<file path="src/rtl/syn_mem_dp.sv">
// Simple-dual-port synchronous RAM with byte-lane writes, write-first read bypass and a 1- or 2-cycle read pipeline.
// Define SYN_MEM_CLEAR_EN to zero the whole array after every reset (port is not ready during the sweep).
module syn_mem_dp #(
    parameter int ADDR_SIZE  = 4,
    parameter int WORD_SIZE  = 8,
    parameter int BYTE_SIZE  = 8,
    parameter int RD_LATENCY = 1,
    localparam int NBE       = WORD_SIZE / BYTE_SIZE
) (
    input  logic                 I_clk,
    input  logic                 I_rst,
    input  logic                 I_wen,
    input  logic [NBE-1:0]       I_wbe,
    input  logic [ADDR_SIZE-1:0] I_waddr,
    input  logic [WORD_SIZE-1:0] I_wdata,
    input  logic                 I_ren,
    input  logic [ADDR_SIZE-1:0] I_raddr,
    output logic [WORD_SIZE-1:0] O_rdata,
    output logic                 O_rvalid,
    output logic                 O_ready
);

    localparam int DEPTH = 1 << ADDR_SIZE;

    generate
        if (RD_LATENCY != 1 && RD_LATENCY != 2) begin : g_bad_latency
            $error("syn_mem_dp: RD_LATENCY must be 1 or 2");
        end
        if ((WORD_SIZE % BYTE_SIZE) != 0) begin : g_bad_lanes
            $error("syn_mem_dp: WORD_SIZE must be a multiple of BYTE_SIZE");
        end
    endgenerate

    logic [WORD_SIZE-1:0] mem [DEPTH];

    logic                 ready;
    logic                 wr_acc;
    logic                 rd_acc;
    logic                 clr_wr;
    logic [ADDR_SIZE-1:0] clr_addr;

`ifdef SYN_MEM_CLEAR_EN
    localparam logic [0:0] ST_IDLE  = 1'b0;
    localparam logic [0:0] ST_CLEAR = 1'b1;

    logic [0:0] state;

    // Sweep one address per clock; leave CLEAR right after the last address is written.
    always_ff @(posedge I_clk) begin
        if (I_rst) begin
            state    <= ST_CLEAR;
            clr_addr <= '0;
        end else if (state == ST_CLEAR) begin
            clr_addr <= clr_addr + 1'b1;
            if (clr_addr == '1) begin
                state <= ST_IDLE;
            end
        end
    end

    assign ready  = (state == ST_IDLE);
    assign clr_wr = (state == ST_CLEAR) && !I_rst;
`else
    assign ready    = 1'b1;
    assign clr_wr   = 1'b0;
    assign clr_addr = '0;
`endif

    // Reset dominates: nothing presented on a reset edge is accepted.
    assign wr_acc  = I_wen && ready && !I_rst;
    assign rd_acc  = I_ren && ready && !I_rst;
    assign O_ready = ready;

    logic [NBE-1:0]       port_lanes;
    logic [ADDR_SIZE-1:0] port_addr;
    logic [WORD_SIZE-1:0] port_data;

    always_comb begin
        port_lanes = '0;
        port_addr  = I_waddr;
        port_data  = I_wdata;
        if (clr_wr) begin
            port_lanes = '1;
            port_addr  = clr_addr;
            port_data  = '0;
        end else if (wr_acc) begin
            port_lanes = I_wbe;
        end
    end

    always_ff @(posedge I_clk) begin
        for (int k = 0; k < NBE; k++) begin
            if (port_lanes[k]) begin
                mem[port_addr][k*BYTE_SIZE +: BYTE_SIZE] <= port_data[k*BYTE_SIZE +: BYTE_SIZE];
            end
        end
    end

    // Write-first bypass: a same-address write on the read edge shows its enabled lanes.
    logic [WORD_SIZE-1:0] rd_word;

    always_comb begin
        rd_word = mem[I_raddr];
        if (wr_acc && (I_waddr == I_raddr)) begin
            for (int k = 0; k < NBE; k++) begin
                if (I_wbe[k]) begin
                    rd_word[k*BYTE_SIZE +: BYTE_SIZE] = I_wdata[k*BYTE_SIZE +: BYTE_SIZE];
                end
            end
        end
    end

    logic [WORD_SIZE-1:0] rdata_q;
    logic                 rvalid_q;

    generate
        if (RD_LATENCY == 2) begin : g_lat2
            logic                 s1_valid;
            logic [WORD_SIZE-1:0] s1_data;

            always_ff @(posedge I_clk) begin
                if (I_rst) begin
                    s1_valid <= 1'b0;
                    s1_data  <= '0;
                    rvalid_q <= 1'b0;
                    rdata_q  <= '0;
                end else begin
                    s1_valid <= rd_acc;
                    if (rd_acc) begin
                        s1_data <= rd_word;
                    end
                    rvalid_q <= s1_valid;
                    if (s1_valid) begin
                        rdata_q <= s1_data;
                    end
                end
            end
        end else begin : g_lat1
            always_ff @(posedge I_clk) begin
                if (I_rst) begin
                    rvalid_q <= 1'b0;
                    rdata_q  <= '0;
                end else begin
                    rvalid_q <= rd_acc;
                    if (rd_acc) begin
                        rdata_q <= rd_word;
                    end
                end
            end
        end
    endgenerate

    assign O_rdata  = rdata_q;
    assign O_rvalid = rvalid_q;

endmodule
</file>
<file path="config.mk">
export PLATFORM = sky130hd
export DESIGN_NAME = syn_mem_dp
export DESIGN_NICKNAME = d
export VERILOG_FILES = /design/src/rtl/syn_mem_dp.sv
export SDC_FILE = /design/constraint.sdc
export NUM_CORES = 1
export LEC_CHECK = 0
export ABC_AREA = 1
export CAP_MARGIN = 40
export CORE_MARGIN = 2
export CORE_UTILIZATION = 43
export CTS_CLUSTER_SIZE = 8
export DETAILED_ROUTE_END_ITERATION = 10
export GPL_TIMING_DRIVEN = 0
export REMOVE_ABC_BUFFERS = 1
export SLEW_MARGIN = 20
export SYNTH_ARGS = -nofsm -noshare
export SYNTH_HDL_FRONTEND = slang
export SYNTH_SLANG_ARGS = --single-unit
</file>
<file path="constraint.sdc">
create_clock -name I_clk -period 1.7 [get_ports I_clk]
set_input_delay 0.51 -clock I_clk [delete_from_list [all_inputs] [get_ports I_clk]]
set_output_delay 0.51 -clock I_clk [all_outputs]
set_load 0.02 [all_outputs]
</file>
# Word-level counts from Yosys, hierarchy flattened
# Memory sizes are Yosys's and may differ from the RTL's.
# Cells that the tools add are included.
word_totals:
  inputBits: 21
  memories: 1
  ram_bits: 128
  word_cells: 13
  ff_bits: 9
  out_inout_bits: 10
mem_list:
  columns: ["memory", "depth", "width", "read_ports", "rd_ports_with_merged_regs", "write_ports", "line_no", "rtl"]
  rows:
  - ["mem", 16, 8, 1, 0, 1, "34", "logic [WORD_SIZE-1:0] mem [DEPTH];"]
op_classes:
  n_eq_ne: 1
  n_mux: 5
  reduce_logical: 4
op_table:
  columns: ["cell", "count"]
  rows:
  - ["2-to-1 mux 8 bit", 2]
  - ["equality test 4 bit", 1]
  - ["logical AND 1 bit", 3]
  - ["2-to-1 mux 1 bit", 3]
  - ["zero test 1 bit", 1]

# Longest topological paths before layout
# Gate-level depths: netlist of the first run.
depth:
  ltp_word: 5
  ltp_mapped: 10
  ltp_nobuf: 9

# Worst setup path before layout of the first run
# OpenSTA, ideal clock, no wires.
synth_path:
  path_type: "input-to-reg"
  startpoint: "input I_rst"
  endpoint: "memory mem[0][0], enable pin"
  setup_ns: 0.370
  path_slack_ns: -0.020
  required_time_ns: 1.330
  path_buffers: 1
  stages: 6
  arrival_time_ns: 1.350
  path_cell_list: "buf_6 > inv_1 > nand3_2 > inv_1 > nand3_1 > nor2_1"
synth_between:
  elab_chain_len: 5
synth_lines:
  columns: ["element", "line_no", "rtl"]
  rows:
  - ["start: declaration", "11", "input logic I_rst,"]
  - ["zero test 1 bit", "70", "assign wr_acc = I_wen && ready && !I_rst;"]
  - ["logical AND 1 bit", "70", null]
  - ["2-to-1 mux 1 bit", "86", "end else if (wr_acc) begin"]
  - ["2-to-1 mux 1 bit", "93", "if (port_lanes[k]) begin"]
  - ["2-to-1 mux 1 bit (implied by the code)", "94", "mem[port_addr][k*BYTE_SIZE +: BYTE_SIZE] <= port_data[k*BYTE_SIZE +: BYTE_SIZE];"]
  - ["end: declaration", "34", null]
# No other way between the ends.

# Worst setup path after layout of the first run
layout_path:
  startpoint: "input I_wen"
  endpoint: "memory mem[12][4], enable pin"
layout_between:
  elab_chain_len: 4
layout_lines:
  columns: ["element", "line_no", "rtl"]
  rows:
  - ["start: declaration", "12", "input logic I_wen,"]
  - ["logical AND 1 bit", "70", null]
  - ["2-to-1 mux 1 bit", "86", null]
  - ["2-to-1 mux 1 bit", "93", null]
  - ["2-to-1 mux 1 bit (implied by the code)", "94", null]
# No other way between the ends.

==> impl_metrics.py, run 1 <==
metrics = {
    "run_status": {
        "status": "completed",
    },
    "timing": {
        "clock_skew_ns": 0.00446,
        "slew_headroom_pct": 49.0,
        "setup_violations": 0,
        "finalSetupTns_ns": 0,
        "tightestPinTransition_ns": 0.762,
        "period_needed_ns": 1.67,
        "hold_viol_final": 0,
        "setup_ws_ns": 0.0302,
        "rsz0062_at_grt": "true",
        "drv_slew": 0,
        "fmax_mhz": 599,
        "post-route-period-util_pct": 98.2,
    },
    "routing": {
        "drtIter0Drc": 480,
        "drcViolationCount": 0,
        "detail-route-antenna-nets": 0,
        "viasPerCell": 4.98,
        "route.vias.total": 4130,
        "wirelength_um": 13800,
        "routedWlPerCell_um": 16.7,
        "first_pass_iters": 5,
    },
    "clock_network": {
        "cts_buffer_depth": 2,
        "clk_latency_ns": 0.41,
        "path_clk_slew_ns": 0.05,
        "htreeDepth": 4,
        "cts_made_buffers": 17,
        "root_buffer": "clkbuf_16",
        "clkSinkCount": 137,
        "tritoncts": "yes",
        "hold_buffers": 0,
    },
    "global_route": {
        "busiest_layer": "met2",
        "antenna_found_initial": 0,
        "grt-ovfl-total": 0,
        "grt_max_degree": 67,
        "grt_pass1_wl_um": 21300,
        "use_met3_pct": 4.09,
        "grt_pass1_vias": 3883,
        "grtUsageMet1_pct": 27.1,
        "grt_usage_pct": 19.6,
        "grt_util_met2_pct": 30.8,
    },
    "synthesis": {
        "ys_top_cells_by_area": "edfxtp_1 64%, nand2_1 13%, nand3_1 7.4%",
        "synth_edf_count": 128,
        "yosysTopAreaCell": "edfxtp_1",
        "synthTopCellsByCount": "212 x nand2_1, 128 x edfxtp_1, 89 x nand3_1",
        "synth_area_per_cell_um2": 10.2,
        "synth.cell_area_mm2": 0.00603,
        "synthDistinctLibCells": 19,
        "seq_area_frac_synth_pct": 66.7,
        "yosys_register_bits": 137,
        "synth_top_area_share_pct": 63.7,
        "yosysMostFrequentCell": "nand2_1",
        "synth_cells": 594,
        "synthArstFlopShare_pct": 0,
        "yosysWarnings": 0,
        "ys.flop_type": "edfxtp_1",
    },
    "worst_setup_path": {
        "critPathCaptureType": "flop",
        "crit_path_start_kind": "input port",
        "critPathMaxFanout": 4,
        "r2r-start": "mem[7][1]",
        "path_class": "input port to flop",
        "cp-endpoint": "mem[12][4]",
        "path_cells": "clkdlybuf4s50_1, nand3_2, inv_4, nand3_4, nor2_4, buf_4",
        "cp_top_family": "buffers and inverters",
        "r2r_end": "O_rdata[1]",
        "reg2reg_depth": 8,
        "worstSetupStartpoint": "I_wen",
        "required_ns": 1.83,
        "r2r_slack_ns": 0.48,
        "worst_path_largest_cell_delay_ns": 0.47,
        "path_buf_inv": 3,
        "arrival_ns": 1.80,
        "path_depth": 6,
        "slowest_stage": "clkdlybuf4s50_1",
    },
    "cells_and_area": {
        "antennaDiodeCount": 0,
        "final_area_mm2": 0.00745,
        "syn_to_final_growth_pct": 23.5,
        "drive_gt1_share_pct": 14.5,
        "multi_input_area_mm2": 0.00175,
        "final_util_pct": 54.1,
        "final_net_count": 658,
        "fillCellCount": 1168,
        "layout.area.seq_mm2": 0.00402,
    },
    "pwr": {
        "p_clk_share_pct": 44.3,
        "vdd_ir_drop_max_uv": 646,
        "total_leakage_power_uw": 0.00301,
        "sw_frac_of_total_pct": 21.6,
        "pwr-share-seq_pct": 48.6,
        "combinationalPowerShare_pct": 7.1,
        "p_sw_uw": 1660,
        "intPower_uw": 6010,
        "power_per_cell_area_mw_per_mm2": 1030,
    },
    "die": {
        "die_height_um": 122,
        "start_util_pct": 43.8,
        "rows": 43,
        "die_area_mm2": 0.0150,
        "io_pins": 31,
        "core-area_mm2": 0.0138,
        "fp.dieW_um": 122,
    },
    "min_path": {
        "hold_path_class": "flop to flop",
    },
    "place": {
        "dpl.hpwl_um": 7870,
        "placed_cell_area_mm2": 0.00638,
        "globalplace.congestion": 0.823,
        "port_buffers": 29,
        "pre_cts_ws_ns": -1.14,
    },
    "flow_run": {
        "maxCapViolCount": 0,
    },
}
-- how the worst min path moves through the flow --
stage                     startpoint          to  slack (ns)  cells after the start
after floorplan           O_rdata[1]  O_rdata[1]        0.54                      2
after global placement    O_rdata[1]  O_rdata[1]        0.46                      2
after detailed placement  O_rdata[1]  O_rdata[1]        0.46                      2
after CTS                 O_rdata[1]  O_rdata[1]        0.47                      2
after global routing      O_rdata[1]  O_rdata[1]        0.49                      2
final                     O_rdata[1]  O_rdata[1]        0.47                      2
-- cells by family after synthesis --
kind of cell	after synthesis	synth area share (%)
AOI/OAI and AO/OA	8	1.10
and+or+nand+nor	341	23.7
DFF	137	66.7
other	1	0.0622
xor gates and xnor gates	4	0.581
buffers and inverters	103	7.84
-- area by class of cell --
| cell class | instances | area share [%] |
|---|---|---|
| clock inverters | 10 | 1.39 |
| repair buffers | 50 | 8.12 |
| well taps | 180 | 3.02 |
| multi-input cells | 355 | 23.4 |
| clock buffers | 21 | 5.91 |
| flip-flops and latches | 137 | 54.0 |
| inverters | 76 | 4.07 |
-- power by group through the flow --
stage	sequential, uW	combinational [uW]	clock [uW]
2_1_floorplan	3810	215	0
3_3_place_gp	3800	485	0
3_5_place_dp	3800	490	0
4_1_cts	3730	532	3450
5_1_grt	3730	599	3570
6_report	3730	548	3400
-- layer usage --
metal	share of wire [%]	vias to the layer above	wire length, um
met5	0	-	0
met3	6.2	20	852
met2	47	113	6550
li1	-	2022	-
met1	45	1975	6190
met4	1.7	0	236
-- timing repair --
item | 4_1_cts | 5_1_grt
gates cloned | 1 | 0
setup buffers | 17 | 2
resized for setup | 68 | 11
endpoints found under the setup margin | 145 | 122
pin swaps | 16 | 3
-- layout by cell type, fill, tap and decap left out, drive strengths merged, types with 2 or more instances in the layout --
| cell type | instances |
|---|---|
| a21oi | 8 |
| buf | 24 |
| bufinv | 2 |
| clkbuf | 21 |
| clkdlybuf4s50 | 12 |
| clkinv | 8 |
| clkinvlp | 3 |
| dfxtp | 9 |
| dlygate4sd2 | 12 |
| edfxtp | 128 |
| inv | 73 |
| nand2 | 212 |
| nand3 | 95 |
| nor2 | 35 |
| xor2 | 3 |
-- worst min-delay path, cell delays in order (launching register included) --
cell and delay (ns):
dfxtp_1 0.31, nand2_1 0.06, a21oi_1 0.05
-- flip-flops by register name, summed over array words and instances (netlist names) --
name      flops
O_rvalid      1
O_rdata       8
mem         128
-- stage by stage --
stage,std cells,hold WS [ns],power (uW)
3_3_place_gp,776,0.457,4280
4_1_cts,826,0.471,7710
6_report,829,0.466,7670
5_1_grt,829,0.489,7900
3_5_place_dp,777,0.464,4290
2_1_floorplan,567,0.539,4020
Note: power is estimated with default switching activity, not from simulation.
==> run 2, diff against run 1 <==
--- a/config.mk
+++ b/config.mk
@@ -13,7 +13,7 @@
 export DETAILED_ROUTE_END_ITERATION = 10
 export GPL_TIMING_DRIVEN = 0
 export REMOVE_ABC_BUFFERS = 1
-export SLEW_MARGIN = 20
+export SLEW_MARGIN = 15
 export SYNTH_ARGS = -nofsm -noshare
 export SYNTH_HDL_FRONTEND = slang
 export SYNTH_SLANG_ARGS = --single-unit
==> run 2 against run 1 <==
Against the previous run: sequential power hardly changed; register-to-register slack about the same; non-clock buffer count increased by 1; die area unchanged; global-route usage rose by 0.30 points; largest cell class unchanged; setup slack improved by 0.0029 ns; critical endpoint is now mem[14][4]; clock power up 15%; core utilization rose by 1.1 points; sequential cell count is the same; count of clock-buffer cells in the layout fell by 3; power up 6.9%; fmax rose by 0.17%.
==> impl_metrics.py, run 2 (synthesis gave the netlist of run 1 again) <==
metrics = {
    "run_status": {
        "status": "completed",
    },
    "place": {
        "port_buffers": 29,
        "dpl.hpwl_um": 7990,
        "dp_cells": 778,
        "globalplace.congestion": 0.823,
    },
    "routing": {
        "wl_met2_um": 6670,
        "first_pass_iters": 5,
        "routed-wl-met3_um": 890,
        "drt-met1-wl_um": 6110,
        "drcViolationCount": 0,
        "top_layer": "met4",
        "routedWlPerCell_um": 16.8,
        "viasPerCell": 4.98,
        "drtIter0Drc": 433,
        "wirelength_um": 14000,
        "route.vias.total": 4136,
        "detail-route-antenna-nets": 0,
    },
    "timing": {
        "rsz0062_at_grt": "true",
        "setup_violations": 0,
        "hold_viol_final": 0,
        "slew_headroom_pct": 45.9,
        "fmax_mhz": 600,
        "drv_slew": 0,
        "clock_skew_ns": 0.00559,
        "finalSetupTns_ns": 0,
        "period_needed_ns": 1.67,
        "post-route-period-util_pct": 98.1,
        "tightestPinTransition_ns": 0.808,
    },
    "pwr": {
        "combinationalPowerShare_pct": 6.8,
        "total_leakage_power_uw": 0.00307,
        "p_sw_uw": 1720,
        "power_per_cell_area_mw_per_mm2": 1080,
        "sw_frac_of_total_pct": 21.0,
        "p_clk_share_pct": 47.8,
        "pwr-share-seq_pct": 45.4,
        "intPower_uw": 6480,
        "finalPower_uw": 8200,
        "vdd_ir_drop_max_uv": 680,
    },
    "cells_and_area": {
        "regMostFlops": "mem",
        "final_cell_mix": "212 x nand2_1, 128 x edfxtp_1, 85 x nand3_1, 71 x inv_1, 17 x clkbuf_16",
        "fillCellCount": 1161,
        "antennaDiodeCount": 0,
        "layout_commonest_cell": "nand2_1",
        "finalNonFillerCells": 831,
        "final_util_pct": 55.1,
        "final_net_count": 659,
        "largest_reg_flops": 128,
        "drive_gt1_share_pct": 14.6,
        "syn_to_final_growth_pct": 25.9,
    },
    "worst_setup_path": {
        "path_cells": "clkdlybuf4s50_1, nand2_1, nor2_4, buf_12",
        "crit_path_start_kind": "input port",
        "critPathCaptureType": "flop",
        "r2r_slack_ns": 0.48,
        "r2r-start": "mem[15][5]",
        "path_class": "input port to flop",
        "r2r_end": "O_rdata[5]",
        "slowest_stage": "clkdlybuf4s50_1",
        "critPathMaxFanout": 8,
        "worst_path_largest_cell_delay_ns": 0.62,
        "path_buf_inv": 2,
        "cp_top_family": "buffers and inverters",
        "reg2reg_depth": 8,
        "arrival_ns": 1.79,
        "required_ns": 1.83,
    },
    "clock_network": {
        "tritoncts": "yes",
        "cts_made_buffers": 17,
        "clk_latency_ns": 0.41,
        "cts_buffer_depth": 2,
        "path_clk_slew_ns": 0.06,
        "htreeDepth": 4,
        "clkSinkCount": 137,
        "root_buffer": "clkbuf_16",
        "hold_buffers": 0,
    },
    "min_path": {
        "holdPathStages": 2,
        "min_to": "O_rdata[6]",
        "hold_start": "I_rst",
        "hold_path_class": "input port to flop",
    },
    "global_route": {
        "grt_pass1_wl_um": 21700,
        "antenna_found_initial": 0,
        "grt_usage_pct": 19.9,
        "grt_pass1_vias": 3958,
        "grt-ovfl-total": 0,
        "grt_max_degree": 67,
    },
    "die": {
        "rows": 43,
        "io_pins": 31,
        "die_height_um": 122,
        "core-area_mm2": 0.0138,
        "fp.dieW_um": 122,
        "start_util_pct": 43.8,
        "die_area_mm2": 0.0150,
    },
    "flow_run": {
        "maxCapViolCount": 0,
    },
}
[run 2: cell types whose count changed in the layout (fill, tap and decap cells not counted), moves of 2 or more]
cell and delta:
buf_4 -2, clkinv_1 +2, nand2_2 -2, clkbuf_1 -3, clkinv_2 -3, bufinv_16 +3
buf_12 +3, nand2_1 +2
[run 2: worst max path at each step]
stage               startpoint    endpoint  slack, ns  cells after the start
finish              I_waddr[3]  mem[14][4]       0.03                      4
global route        I_waddr[3]  mem[14][1]      -0.02                      4
CTS                 I_raddr[2]  O_rdata[4]       0.02                      7
detailed placement       I_rst  mem[14][6]      -1.14                      6
global placement    I_raddr[0]  O_rdata[6]      -3.50                      9
floorplan           I_raddr[0]  O_rdata[5]       0.04                      9
[run 2: layer usage]
metal	up-vias	global-route usage (%)
met5	-	0
met4	0	7.83
met3	18	4.69
met2	153	31.5
met1	1943	26.7
li1	2022	-
[run 2: worst reg2reg max path, cell delays in order (launching register included)]
cell      delay [ns]
edfxtp_1        0.36
inv_1           0.06
nand2_1         0.04
nand3_1         0.08
nand3_1         0.13
nand3_1         0.17
nand3_2         0.10
nand2_1         0.10
a21oi_2         0.05
[run 2: area by class of cell]
type | instances | area (um2) | share of cell area (%)
clock buffers | 18 | 429 | 5.65
clock inverters | 14 | 203 | 2.67
inverters | 76 | 310 | 4.09
multi-input cells | 355 | 1740 | 22.9
flip-flops and latches | 137 | 4020 | 53.0
well taps | 180 | 225 | 2.97
repair buffers | 51 | 659 | 8.69
[run 2: power by group through the flow]
stage	combinational (uW)	sequential [uW]	clock [uW]
global route	611	3730	4090
detailed placement	494	3800	0
finish	557	3730	3920
global placement	485	3800	0
CTS	533	3730	3970
floorplan	215	3810	0
[run 2: stage by stage]
step / hold WS (ns) / setup WS [ns] / cell area (um2)
finish: 0.446 / 0.0331 / 7590
global route: 0.448 / -0.0172 / 7590
CTS: 0.469 / 0.0225 / 7520
detailed placement: 0.462 / -1.14 / 6400
global placement: 0.457 / -3.50 / 6360
floorplan: 0.539 / 0.0409 / 5840
[run 2: what timing repair did]
action / in CTS / in global routing
gates cloned: 0 / 1
buffers inserted: 16 / 4
resized for setup: 66 / 16
setup endpoints to repair: 145 / 136
pin swaps: 16 / 2
